`config.mk`:
```
export PLATFORM = sky130hd
export DESIGN_NAME = game_round_scheduler
export DESIGN_NICKNAME = d
export VERILOG_FILES = /design/src/rtl/game_round_scheduler_pkg.sv /design/src/rtl/game_round_scheduler_frame_tick_divider.sv /design/src/rtl/game_round_scheduler.sv
export SDC_FILE = /design/constraint.sdc
export NUM_CORES = 1
export LEC_CHECK = 0
export CAP_MARGIN = 20
export CORE_AREA = 5 5 101 112
export CTS_CLUSTER_DIAMETER = 40
export DETAILED_ROUTE_END_ITERATION = 8
export DIE_AREA = 0 0 106 117
export GPL_TIMING_DRIVEN = 0
export PLACE_DENSITY = 0.64
export SLEW_MARGIN = 40
export SYNTH_ARGS = -nofsm -noshare
export SYNTH_HDL_FRONTEND = slang
export SYNTH_SLANG_ARGS = --single-unit
```
`constraint.sdc`:
```
create_clock -name clk_in -period 3.32 [get_ports clk_in]
set_input_delay 0.498 -clock clk_in [delete_from_list [all_inputs] [get_ports clk_in]]
set_output_delay 0.498 -clock clk_in [all_outputs]
set_load 0.005 [all_outputs]
```
`src/rtl/game_round_scheduler_pkg.sv`:
```
// Shared types and widths for the hole-in-the-wall game sequencer.
package game_pkg;

  typedef enum logic [2:0] {
    ST_IDLE      = 3'd0,
    ST_COUNTDOWN = 3'd1,
    ST_ADVANCE   = 3'd2,
    ST_RESULT    = 3'd3,
    ST_GAME_OVER = 3'd4
  } game_state_t;

  localparam int DEPTH_W     = 8;
  localparam int IDX_W       = 4;
  localparam int SCORE_W     = 16;
  localparam int ROUND_W     = 8;
  localparam int LIVES_W     = 2;
  localparam int FPT_W       = 4;
  localparam int FRAME_CNT_W = 8;
  localparam int SPD_W       = 8;

endpackage

```
`src/rtl/game_round_scheduler_frame_tick_divider.sv`:
```
// Divides the frame pulse stream by a run-time frames-per-tick value.
module frame_tick_divider
  import game_pkg::*;
(
  input  logic             clk_in,
  input  logic             rst_in,
  input  logic             clr,
  input  logic             frame,
  input  logic [FPT_W-1:0] frames_per_tick,
  output logic             tick
);

  logic [FPT_W-1:0] cnt;
  logic             at_max;

  // >= rather than == so a speed-up never strands the count above the new limit
  assign at_max = (cnt >= (frames_per_tick - 1'b1));
  assign tick   = frame && at_max;

  always_ff @(posedge clk_in or negedge rst_in) begin
    if (!rst_in) begin
      cnt <= '0;
    end else if (clr) begin
      cnt <= '0;
    end else if (frame) begin
      cnt <= at_max ? '0 : cnt + 1'b1;
    end
  end

endmodule

```
`src/rtl/game_round_scheduler.sv`:
```
// Whole-game sequencer: countdown, wall advance, goal-window judging, scoring,
// lives, wall selection and speed-up.
module game_round_scheduler
  import game_pkg::*;
#(
  parameter int MAX_WALL_DEPTH      = 75,
  parameter int GOAL_DEPTH          = 60,
  parameter int GOAL_DEPTH_DELTA    = 10,
  parameter int NUM_WALLS           = 10,
  parameter int MAX_FRAMES_PER_TICK = 15,
  parameter int MIN_FRAMES_PER_TICK = 3,
  parameter int SPEEDUP_EVERY       = 2,
  parameter int COUNTDOWN_FRAMES    = 180,
  parameter int RESULT_FRAMES       = 120,
  parameter int START_LIVES         = 3
) (
  input  logic               clk_in,
  input  logic               rst_in,
  input  logic               start_game_in,
  input  logic               new_frame_in,
  input  logic               collision_in,
  output logic [2:0]         game_state_out,
  output logic [DEPTH_W-1:0] wall_depth_out,
  output logic [IDX_W-1:0]   wall_idx_out,
  output logic [ROUND_W-1:0] round_out,
  output logic [SCORE_W-1:0] score_out,
  output logic [LIVES_W-1:0] lives_out,
  output logic [FPT_W-1:0]   frames_per_tick_out,
  output logic               round_pass_out,
  output logic               round_fail_out
);

  localparam logic [DEPTH_W-1:0]     LAST_DEPTH = DEPTH_W'(MAX_WALL_DEPTH - 1);
  localparam logic [DEPTH_W-1:0]     WIN_LO     = DEPTH_W'(GOAL_DEPTH - GOAL_DEPTH_DELTA);
  localparam logic [DEPTH_W-1:0]     WIN_HI     = DEPTH_W'(GOAL_DEPTH + GOAL_DEPTH_DELTA);
  localparam logic [IDX_W-1:0]       LAST_IDX   = IDX_W'(NUM_WALLS - 1);
  localparam logic [FPT_W-1:0]       FPT_MAX    = FPT_W'(MAX_FRAMES_PER_TICK);
  localparam logic [FPT_W-1:0]       FPT_MIN    = FPT_W'(MIN_FRAMES_PER_TICK);
  localparam logic [LIVES_W-1:0]     LIVES_INIT = LIVES_W'(START_LIVES);
  localparam logic [FRAME_CNT_W-1:0] CD_LOAD    = FRAME_CNT_W'(COUNTDOWN_FRAMES);
  localparam logic [FRAME_CNT_W-1:0] RES_LOAD   = FRAME_CNT_W'(RESULT_FRAMES);
  localparam logic [SPD_W-1:0]       SPD_LAST   = SPD_W'(SPEEDUP_EVERY - 1);
  localparam logic [SCORE_W:0]       PASS_BASE  = (SCORE_W + 1)'(MAX_FRAMES_PER_TICK + 1);

  game_state_t            state_r, state_nxt;
  logic [DEPTH_W-1:0]     depth_r, depth_nxt;
  logic [IDX_W-1:0]       idx_r, idx_nxt;
  logic [ROUND_W-1:0]     round_r, round_nxt;
  logic [SCORE_W-1:0]     score_r, score_nxt;
  logic [LIVES_W-1:0]     lives_r, lives_nxt;
  logic [FPT_W-1:0]       fpt_r, fpt_nxt;
  logic [FRAME_CNT_W-1:0] frame_cnt_r, frame_cnt_nxt;
  logic [SPD_W-1:0]       spd_cnt_r, spd_cnt_nxt;
  logic                   hit_r, hit_nxt;
  logic                   pass_r, pass_nxt;
  logic                   fail_r, fail_nxt;
  logic                   tick;
  logic                   in_window;
  logic                   hit_now;

  // Faster walls earn more per round; the sum is clamped rather than wrapped.
  function automatic logic [SCORE_W-1:0] sat_score_add(input logic [SCORE_W-1:0] score,
                                                       input logic [FPT_W-1:0]   fpt);
    logic [SCORE_W:0] sum;
    sum = {1'b0, score} + PASS_BASE - {{(SCORE_W + 1 - FPT_W){1'b0}}, fpt};
    return sum[SCORE_W] ? '1 : sum[SCORE_W-1:0];
  endfunction

  function automatic logic [ROUND_W-1:0] sat_round_inc(input logic [ROUND_W-1:0] round);
    return (round == '1) ? round : round + 1'b1;
  endfunction

  frame_tick_divider u_divider (
    .clk_in          (clk_in),
    .rst_in          (rst_in),
    .clr             (state_r != ST_ADVANCE),
    .frame           (new_frame_in),
    .frames_per_tick (fpt_r),
    .tick            (tick)
  );

  assign in_window = (depth_r >= WIN_LO) && (depth_r <= WIN_HI);
  assign hit_now   = collision_in && in_window;

  always_comb begin
    state_nxt     = state_r;
    depth_nxt     = depth_r;
    idx_nxt       = idx_r;
    round_nxt     = round_r;
    score_nxt     = score_r;
    lives_nxt     = lives_r;
    fpt_nxt       = fpt_r;
    frame_cnt_nxt = frame_cnt_r;
    spd_cnt_nxt   = spd_cnt_r;
    hit_nxt       = hit_r;
    pass_nxt      = 1'b0;
    fail_nxt      = 1'b0;

    case (state_r)
      ST_IDLE, ST_GAME_OVER: begin
        if (start_game_in) begin
          state_nxt     = ST_COUNTDOWN;
          depth_nxt     = '0;
          idx_nxt       = '0;
          round_nxt     = '0;
          score_nxt     = '0;
          lives_nxt     = LIVES_INIT;
          fpt_nxt       = FPT_MAX;
          frame_cnt_nxt = CD_LOAD;
          spd_cnt_nxt   = '0;
          hit_nxt       = 1'b0;
        end
      end

      ST_COUNTDOWN: begin
        if (new_frame_in) begin
          if (frame_cnt_r <= 1) begin
            state_nxt = ST_ADVANCE;
            depth_nxt = '0;
            hit_nxt   = 1'b0;
          end else begin
            frame_cnt_nxt = frame_cnt_r - 1'b1;
          end
        end
      end

      ST_ADVANCE: begin
        if (hit_now) hit_nxt = 1'b1;
        if (tick) begin
          if (depth_r == LAST_DEPTH) begin
            state_nxt     = ST_RESULT;
            frame_cnt_nxt = RES_LOAD;
            // A collision on the final tick still belongs to this round
            if (hit_r || hit_now) begin
              fail_nxt  = 1'b1;
              lives_nxt = (lives_r != '0) ? lives_r - 1'b1 : lives_r;
            end else begin
              pass_nxt  = 1'b1;
              score_nxt = sat_score_add(score_r, fpt_r);
              if (spd_cnt_r >= SPD_LAST) begin
                spd_cnt_nxt = '0;
                if (fpt_r > FPT_MIN) fpt_nxt = fpt_r - 1'b1;
              end else begin
                spd_cnt_nxt = spd_cnt_r + 1'b1;
              end
            end
          end else begin
            depth_nxt = depth_r + 1'b1;
          end
        end
      end

      ST_RESULT: begin
        if (new_frame_in) begin
          if (frame_cnt_r <= 1) begin
            if (lives_r == '0) begin
              state_nxt = ST_GAME_OVER;
            end else begin
              state_nxt = ST_ADVANCE;
              round_nxt = sat_round_inc(round_r);
              idx_nxt   = (idx_r >= LAST_IDX) ? '0 : idx_r + 1'b1;
              depth_nxt = '0;
              hit_nxt   = 1'b0;
            end
          end else begin
            frame_cnt_nxt = frame_cnt_r - 1'b1;
          end
        end
      end

      default: state_nxt = ST_IDLE;
    endcase
  end

  always_ff @(posedge clk_in or negedge rst_in) begin
    if (!rst_in) begin
      state_r     <= ST_IDLE;
      depth_r     <= '0;
      idx_r       <= '0;
      round_r     <= '0;
      score_r     <= '0;
      lives_r     <= LIVES_INIT;
      fpt_r       <= FPT_MAX;
      frame_cnt_r <= '0;
      spd_cnt_r   <= '0;
      hit_r       <= 1'b0;
      pass_r      <= 1'b0;
      fail_r      <= 1'b0;
    end else begin
      state_r     <= state_nxt;
      depth_r     <= depth_nxt;
      idx_r       <= idx_nxt;
      round_r     <= round_nxt;
      score_r     <= score_nxt;
      lives_r     <= lives_nxt;
      fpt_r       <= fpt_nxt;
      frame_cnt_r <= frame_cnt_nxt;
      spd_cnt_r   <= spd_cnt_nxt;
      hit_r       <= hit_nxt;
      pass_r      <= pass_nxt;
      fail_r      <= fail_nxt;
    end
  end

  assign game_state_out      = state_r;
  assign wall_depth_out      = depth_r;
  assign wall_idx_out        = idx_r;
  assign round_out           = round_r;
  assign score_out           = score_r;
  assign lives_out           = lives_r;
  assign frames_per_tick_out = fpt_r;
  assign round_pass_out      = pass_r;
  assign round_fail_out      = fail_r;

endmodule

```
==> reports/metrics.yaml <==
stdcell_count: 673
hold_ws_ps: 502
maxSlewViolCount: 0
tns_ps: 0
cp-start-kind: "flip-flop"
syn_nets: 525
slowest_delay_ps: 600
cts_tree: "built"
route.detailed.drc: 0
io_pins: 52
dieHeight_um: 117
r2r_slack_ps: 220
root_buffer: "clkbuf_16"
cts_buffers: 9
power.leakage_nw: 2.50
die_x_um: 106
ys.warnings.count: 0
synth.avg_cell_area_um2: 9.15
netlist-cell-type-count: 65
clockBufferDepth: 2
synthFlopType: "dfrtp_1"
slowest_stage: "dfstp_2"
worst-path-buf-inv: 1
tightest_slew_ps: 547
worstPathRequired_ps: 3540
htreeDepth: 3
wl_per_cell_um: 15.1
vias: 3704
grt_usage_pct: 17.3
drt-initial-drc-count: 109
cts.reportedPaths.clkPinSlew_ps: 60
synthTopCellsByArea: "dfrtp_1 35%, ha_1 11%, nor2_1 5.1%"
synth-async-reset-ratio_pct: 100
rows: 39
path_common_cell: "ha_1"
crit_arrival_ps: 3330
cp-end-kind: "flip-flop"
dr.pass1.iters: 4
grt_pass1_vias: 3795
postRouteAntennaNets: 0
ys_seq_area_share_pct: 38.8
yosysTopAreaCellShare_pct: 35.3
period_minus_slack_ps: 3100
io_buffers: 50
synthCells: 481
placed_cells: 655
area_growth_pct: 24.4
maxCapViolCount: 0
vdd_ir_drop_max_mv: 0.337
final.period_utilization_pct: 93.5
place_hpwl_um: 7500
clkLatencyLatePin_ps: 330
synthesis.area_um2: 4400
powerDensity_nw_per_um2: 910
finalClockSkew_ps: 8.96
grt_pass1_wl_um: 17500
die_area_um2: 12400
initial_core_util_pct: 43.4
relSlewSlack_pct: 63.5
drive_gt1_share_pct: 11.1
finalNetCount: 589
n_antenna_cell: 0
layout_commonest_cell: "dfrtp_1"
routed_wl_um: 10100
antenna_found_initial: 0
worstSetupPathType: "reg2reg"
grt.overflow.total: 0
finalSetupViolCount: 0
hold_path.class: "reg2reg"
vias_per_cell: 5.50
final_cell_mix: "62 x dfrtp_1, 60 x nor2_1, 49 x clkdlybuf4s50_1"
synth_enable_flop_cells: 0
ys_ff_latch: 68
synth_top_area_cell: "dfrtp_1"
rsz0062_at_grt: "false"
grt_max_degree: 60
run_status: "finished clean"
crit_family: "compound AO/OA/AOI/OAI gates"
cp_cell_sequence: "inv_1, ha_1, ha_1, a211oi_1, o21ai_1, o2111ai_2, a31oi_2, a221oi_2, xnor2_2, nor2_2, a221oi_1"
place.gp.congestion: 0.814
coreArea_um2: 10100
hold_viol: 0
clock-sinks: 68
worst-path-max-fanout: 7
max_freq_mhz: 322
cells in the mapped netlist (3+ instances only):
| cell type | instances |
|---|---|
| nor4_1 | 4 |
| o22a_1 | 3 |
| or3_1 | 4 |
| a21oi_1 | 27 |
| o31ai_1 | 4 |
| nand2_1 | 34 |
| buf_2 | 6 |
| clkbuf_1 | 6 |
| ha_1 | 38 |
| xor2_1 | 11 |
| xnor2_1 | 11 |
| dfrtp_1 | 62 |
| nand4_1 | 13 |
| inv_1 | 36 |
| nor3_1 | 10 |
| o22ai_1 | 8 |
| o21ai_0 | 29 |
| and3_1 | 8 |
| a221oi_2 | 4 |
| nor2_1 | 60 |
| nand2b_1 | 11 |
| and2_1 | 5 |
| o21ai_1 | 4 |
| a21o_1 | 7 |
| a31oi_1 | 7 |
| dfstp_2 | 6 |
| nor2b_1 | 4 |
| a41oi_1 | 4 |
| nand3_1 | 9 |
flip-flops by register name, summed over array words and instances (netlist names):
name and cells:
frame_cnt_r 8, game_state_out 3, wall_depth_out 8, u_divider.cnt 4, wall_idx_out 4, lives_out 2
round_pass_out 1, spd_cnt_r 8, round_fail_out 1, score_out 16, frames_per_tick_out 4, hit_r 1
round_out 8
timing repair:
action	CTS	global route
gates resized for setup	0	8
endpoints found under the hold margin	9	0
hold buffers	1	0
setup endpoints to repair	0	12
buffers inserted	0	1
area by class of cell:
cell class	count	area, um2
buffer	14	81.3
clock buffer	12	267
clock inverter	4	70.1
fill	927	4680
inverter	36	135
multi-input combinational	363	2510
sequential	68	1710
tap	123	154
timing repair buffer	53	547
logic make-up after synthesis:
kind of cell / count (synthesis) / share of synthesized area (%)
compound gates: 116 / 17.4
mux: 4 / 0.967
buf+inv: 50 / 4.78
flops: 68 / 38.8
xor+xnor: 23 / 4.75
fa+ha+maj: 39 / 11.3
simple gates: 181 / 22.0
power breakdown:
part	total, mW	internal, mW	switching (mW)
Sequential	1.30	1.06	0.242
Clock	1.07	0.716	0.357
Combinational	2.61	1.21	1.40
tightest hold or removal path: stages (launching register included):
cell	delay [ps]
dfrtp_1	360
nand2_1	50
o31ai_1	60
routing by layer:
metal	share of wire [%]	track usage, %	up-vias
li1	-	-	1839
met1	44	21.3	1769
met2	50	30.3	86
met3	5.4	4.00	10
met4	1.2	5.35	0
met5	0	0	-
stage by stage:
stage	power (mW)	util, %	cell area (um2)	worst slack [ps]
CTS	4.93	53.5	5430	45.8
global route	5.41	53.9	5470	24.6
detailed placement	3.82	50.1	5080	70.8
finish	4.98	53.9	5470	216
floorplan	3.04	-	4400	475
global placement	3.74	49.8	5050	-631
worst paths after layout:
check	from	end	cells past startpoint
worst max-delay path	frames_per_tick_out[2]$_DFFE_PN1P_	score_out[10]$_DFFE_PN0P_	11
worst min-delay path	frame_cnt_r[1]$_DFFE_PN0P_	frame_cnt_r[1]$_DFFE_PN0P_	2
worst max register to register	frames_per_tick_out[2]$_DFFE_PN1P_	score_out[10]$_DFFE_PN0P_	11
worst min register to register	frame_cnt_r[1]$_DFFE_PN0P_	frame_cnt_r[1]$_DFFE_PN0P_	2
max in group asynchronous	rst_in	lives_out[0]$_DFFE_PN1P_	3
min in group asynchronous	rst_in	score_out[2]$_DFFE_PN0P_	2
Power figures use the tool's default switching activity.
